--- src/rtl/ym_cnt_slot_alu.sv ---
// ym_cnt_slot_alu: next-value and carry logic for one counter slot (clr > load > inc/dec > hold)
module ym_cnt_slot_alu #(
   parameter int WIDTH    = 8,
   parameter int SATURATE = 0
) (
   input  logic [WIDTH-1:0] val,
   input  logic             clr,
   input  logic             load,
   input  logic [WIDTH-1:0] load_val,
   input  logic             inc,
   input  logic             dec,
   output logic [WIDTH-1:0] nxt,
   output logic             c_out
);
   logic [WIDTH:0] sum, dif;
   logic           up, dn, ovf;
   always_comb begin
      up    = inc & ~dec;
      dn    = dec & ~inc;
      sum   = {1'b0, val} + (WIDTH+1)'(1);
      dif   = {1'b0, val} - (WIDTH+1)'(1);
      ovf   = (up & sum[WIDTH]) | (dn & dif[WIDTH]);
      // a clamped op in saturate mode simply keeps the boundary value
      nxt   = clr ? '0 : load ? load_val : (ovf && SATURATE != 0) ? val :
              up ? sum[WIDTH-1:0] : dn ? dif[WIDTH-1:0] : val;
      c_out = ~clr & ~load & ovf;
   end
endmodule

--- src/rtl/ym_sr_cnt_bank.sv ---
// ym_sr_cnt_bank: bank of serial up/down counters circulating in a two-phase (c1/c2) shift register
module ym_sr_cnt_bank #(
   parameter  int WIDTH    = 8,
   parameter  int SLOTS    = 24,
   parameter  int SATURATE = 0,
   localparam int SW       = $clog2(SLOTS)
) (
   input  logic             MCLK,
   input  logic             reset,
   input  logic             c1,
   input  logic             c2,
   input  logic             sync,
   input  logic             clr,
   input  logic             load,
   input  logic [WIDTH-1:0] load_val,
   input  logic             inc,
   input  logic             dec,
   output logic [WIDTH-1:0] val,
   output logic             c_out,
   output logic             zero,
   output logic [SW-1:0]    slot
);
   logic [WIDTH-1:0] v1_q [SLOTS];
   logic [WIDTH-1:0] v1_d [SLOTS];
   logic [WIDTH-1:0] v2_q [SLOTS];
   logic [WIDTH-1:0] v2_d [SLOTS];
   logic [WIDTH-1:0] nxt;
   logic [SW-1:0]    slot_q, slot_d;

   ym_cnt_slot_alu #(.WIDTH(WIDTH), .SATURATE(SATURATE)) u_alu (
      .val      (val),
      .clr      (clr),
      .load     (load),
      .load_val (load_val),
      .inc      (inc),
      .dec      (dec),
      .nxt      (nxt),
      .c_out    (c_out)
   );

   assign val  = v2_q[SLOTS-1];
   assign zero = (val == '0);
   assign slot = slot_q;

   always_comb begin
      v1_d = v1_q;
      v2_d = v2_q;
      if (c1) begin
         v1_d[0] = nxt;
         for (int i = 1; i < SLOTS; i++) v1_d[i] = v2_q[i-1];
      end
      if (c2) v2_d = v1_q;
      slot_d = !c2 ? slot_q : (sync || slot_q == SW'(SLOTS-1)) ? '0 : slot_q + SW'(1);
   end

   always_ff @(posedge MCLK) begin
      if (reset) begin
         v1_q   <= '{default: '0};
         v2_q   <= '{default: '0};
         slot_q <= '0;
      end else begin
         v1_q   <= v1_d;
         v2_q   <= v2_d;
         slot_q <= slot_d;
      end
   end
endmodule

--- config.mk ---
export PLATFORM = sky130hd
export DESIGN_NAME = ym_sr_cnt_bank
export DESIGN_NICKNAME = d
export VERILOG_FILES = /design/src/rtl/ym_cnt_slot_alu.sv /design/src/rtl/ym_sr_cnt_bank.sv
export SDC_FILE = /design/constraint.sdc
export NUM_CORES = 1
export LEC_CHECK = 0
export ABC_CLOCK_PERIOD_IN_PS = 3100
export CAP_MARGIN = 20
export CORE_ASPECT_RATIO = 1.2
export CORE_MARGIN = 8
export CORE_UTILIZATION = 62
export CTS_BUF_LIST = sky130_fd_sc_hd__clkbuf_4
export CTS_CLUSTER_SIZE = 24
export DETAILED_ROUTE_END_ITERATION = 12
export PLACE_DENSITY = 0.8
export SETUP_SLACK_MARGIN = 0.1
export SYNTH_ARGS = -nofsm -noshare
export SYNTH_HDL_FRONTEND = slang
export SYNTH_SLANG_ARGS = --single-unit
export TNS_END_PERCENT = 5
--- constraint.sdc ---
create_clock -name MCLK -period 3.1 [get_ports MCLK]
set_input_delay 0.465 -clock MCLK [delete_from_list [all_inputs] [get_ports MCLK]]
set_output_delay 0.465 -clock MCLK [all_outputs]
set_load 0.05 [all_outputs]
==> implementation parameters <==
Parameter                              Value

Synth
  Warnings from Yosys    0
  Number of instances in the synthesized netlist    ~1300
  Post-synth net total    between 1000 and 1500
  Mapped Avg Cell Area    about 11 um2
  Portion of the post-synthesis area used by sequential elements    55.4%
  Synth unique cells    42
  Dominant synthesized flop cell    dfxtp_1
  Asr flop ratio synth    0%
  Post-Syn Area    around 14000 um2
  Number of enable-type register cells in the synthesized netlist    0
  FF+latch count, synth    between 300 and 400

STA
  Final setup viols    0
  Unrepaired setup endpoints after global routing    false
  Least-Margin Pin Slew    0.688 ns
  Worst slack on hold paths    between 0.2 and 0.3 ns
  Setup ws final    ~0.34 ns
  Min Tclk post-route    about 2.8 ns
  Worst clock skew    roughly 0.021 ns
  Number of max-slew violations in the final report    0
  Setup_tns    0 ns
  Portion of the clock cycle consumed by the worst path in the final layout    slightly below 90%
  Max Fclk    363 MHz
  Worst rel slew slack    between 50% and 60%
  Hold Fails Final Rpt    0

Clock tree
  CTS H-tree lvls    3
  TritonCTS clock tree    done
  Clock root buffer    clkbuf_4
  Number of CTS-inserted buffers    between 90 and 100
  CTS clk-pin slew, worst paths    about 0.070 ns
  Maximum buffer depth of the clock tree    3
  Clock latency reported for the late side of the worst-skew pair    about 0.68 ns
  Number of sinks handled by clock tree synthesis    between 300 and 400

Routing
  Via count    slightly below 9000
  Wirelength per Cell    about 13 um
  Number of DRC violations after detailed routing    0
  Number of violations reported at the end of detailed-routing iteration 0    515
  Average vias per placed instance    5.22
  Antenna-violating nets left    0
  Number of optimization iterations in the first detailed-route pass    5
  Wire length reported by the detailed router    roughly 22000 um

GRT
  Global-route wire length before repair    between 30000 and 40000 um
  Number of global-route vias before repair    about 9000
  Largest net degree at the start of global routing    116
  Antenna violations before repair    2
  Global-route usage over all layers    between 10% and 20%
  Remaining global-route overflow    0

Final layout
  Post-synthesis to final-layout area growth    10.5%
  Layout Nets    1397
  Core occupancy in the finished layout    69.4%
  Share of post-route cells with drive strength above 1    between 10% and 20%
  Most common cell after layout, fill and taps aside    dfxtp_1
  Layout filler cell count    around 1700
  Most frequent cells in the layout    dfxtp_1, nor2_1, mux2i_1

Setup path
  Endpoint class of the critical path    primary output
  Flop2flop setup slack    1.28 ns
  Critical path peak fanout    9
  Category of the critical setup timing path    flop to primary output
  Data required time of the worst path    approximately 2.6 ns
  Critical Path AT    2.29 ns
  Kind of launch point of the worst setup path    flop

Placement
  Worst Setup Slack post-DPL    about 0.58 ns
  GPL Wtd Cong    0.769
  Port Buffer Count    31
  HPWL Detailed    roughly 13000 um

Run
  # Max-Cap Violations    0

Floorplanning
  Core region area    approximately 22000 um2
  Area enclosed by the die boundary    around 28000 um2
  # rows    60
  Die W    153 um
  Die span in y    about 180 um
  Initial core utilization    a little over three fifths
  Count of pins on the block boundary    32

Power and ir drop
  Leakage    slightly below 0.007 uW
  Worst VDD drop    between 0.3 and 0.4 mV
  PwrDens    between 500 and 600 nW/um2

Outcome
  Status    complete, no violations

Hold path
  Hold/Removal Path Class    input pin to flop
==> kinds of logic after synthesis <==
| group | Yosys count | share of synthesized area [%] |
|---|---|---|
| adder cells (fa/ha/maj) | 4 | 0.356 |
| flip-flops | 389 | 55.4 |
| AND/OR/NAND/NOR | 431 | 12.4 |
| AO/OA/AOI/OAI | 23 | 1.20 |
| multiplexers | 380 | 27.1 |
| XOR/XNOR | 7 | 0.436 |
| buffers and inverters | 98 | 3.17 |
==> metrics by stage <==
| stage | power, uW | std cells | instance area, um2 |
|---|---|---|---|
| final | 9170 | 1697 | 15500 |
| after global routing | 9620 | 1697 | 15500 |
| after CTS | 9330 | 1695 | 15500 |
| after detailed placement | 5530 | 1559 | 14500 |
| after global placement | 5530 | 1559 | 14500 |
| after floorplan | 5440 | 1332 | 14100 |
==> state kept, by name (all words and copies together), names as in the netlist <==
name / count
val: 8
slot: 5
v2_q: 184
v1_q: 192
==> worst max-delay path: stages, from the launching register on <==
cell	delay, ns
dfxtp_1	0.39
nor3_1	0.34
nand2_1	0.11
or3_1	0.36
a21boi_1	0.24
buf_12	0.18
==> per-layer routing <==
| layer | wire length [um] | GRT usage (%) | share of wire [%] | vias to the layer above |
|---|---|---|---|---|
| li1 | - | - | - | 4566 |
| met2 | 10100 | 26.7 | 45 | 124 |
| met1 | 10800 | 18.9 | 49 | 4132 |
| met3 | 980 | 4.94 | 4.4 | 28 |
| met5 | 0 | 0 | 0 | - |
| met4 | 276 | 6.56 | 1.2 | 0 |
==> cells in the mapped netlist (3+ instances only) <==
cell / n / area share (%)
and3b_1: 3 / 0.19
buf_4: 8 / 0.43
nor2_1: 387 / 10
nor2b_1: 4 / 0.18
xor2_1: 4 / 0.25
nand2b_1: 3 / 0.13
nand3_1: 4 / 0.14
nand4_1: 3 / 0.13
nor3_1: 3 / 0.11
xnor2_1: 3 / 0.19
ha_1: 4 / 0.36
nand3b_1: 4 / 0.21
dfxtp_1: 389 / 55
nand2_1: 8 / 0.21
o21ai_0: 4 / 0.14
buf_2: 38 / 1.4
clkbuf_1: 43 / 1.1
a21boi_0: 3 / 0.16
buf_1: 7 / 0.19
mux2i_1: 380 / 27
==> power by group <==
| group | switching (uW) | leakage, uW | internal (uW) |
|---|---|---|---|
| clock network | 1780 | 0.000619 | 1980 |
| registers | 6.87 | 0.00313 | 5010 |
| logic | 240 | 0.00318 | 161 |
| total | 2020 | 0.00693 | 7150 |
==> layout make-up <==
cell class | count | area (um2) | share of cell area, %
diodes | 2 | 5.00 | 0.0322
well taps | 279 | 349 | 2.25
clock inverters | 12 | 98.8 | 0.636
clock buffers | 124 | 931 | 5.99
flip-flops and latches | 389 | 7790 | 50.1
repair buffers | 44 | 532 | 3.42
multi-input cells | 845 | 5820 | 37.5
inverters | 2 | 7.51 | 0.0483
==> final timing paths <==
kind,from,to,cells after the start
setup / recovery,val[2]$_SDFFE_PP0P_,c_out,5
hold / removal,reset,v2_q[20]$_SDFFE_PP0P_,2
setup reg to reg,val[0]$_SDFFE_PP0P_,v1_q[190]$_SDFFE_PP0P_,6
hold reg to reg,v1_q[184]$_SDFFE_PP0P_,v1_q[184]$_SDFFE_PP0P_,2
==> what timing repair did <==
action / CTS / global route
hold buffers: 0 / 0
setup endpoints to repair: 1 / 0
gates resized for setup: 1 / 0
setup buffers: 0 / 0
endpoints found under the hold margin: 0 / 0
(Power assumes the default switching activity.)
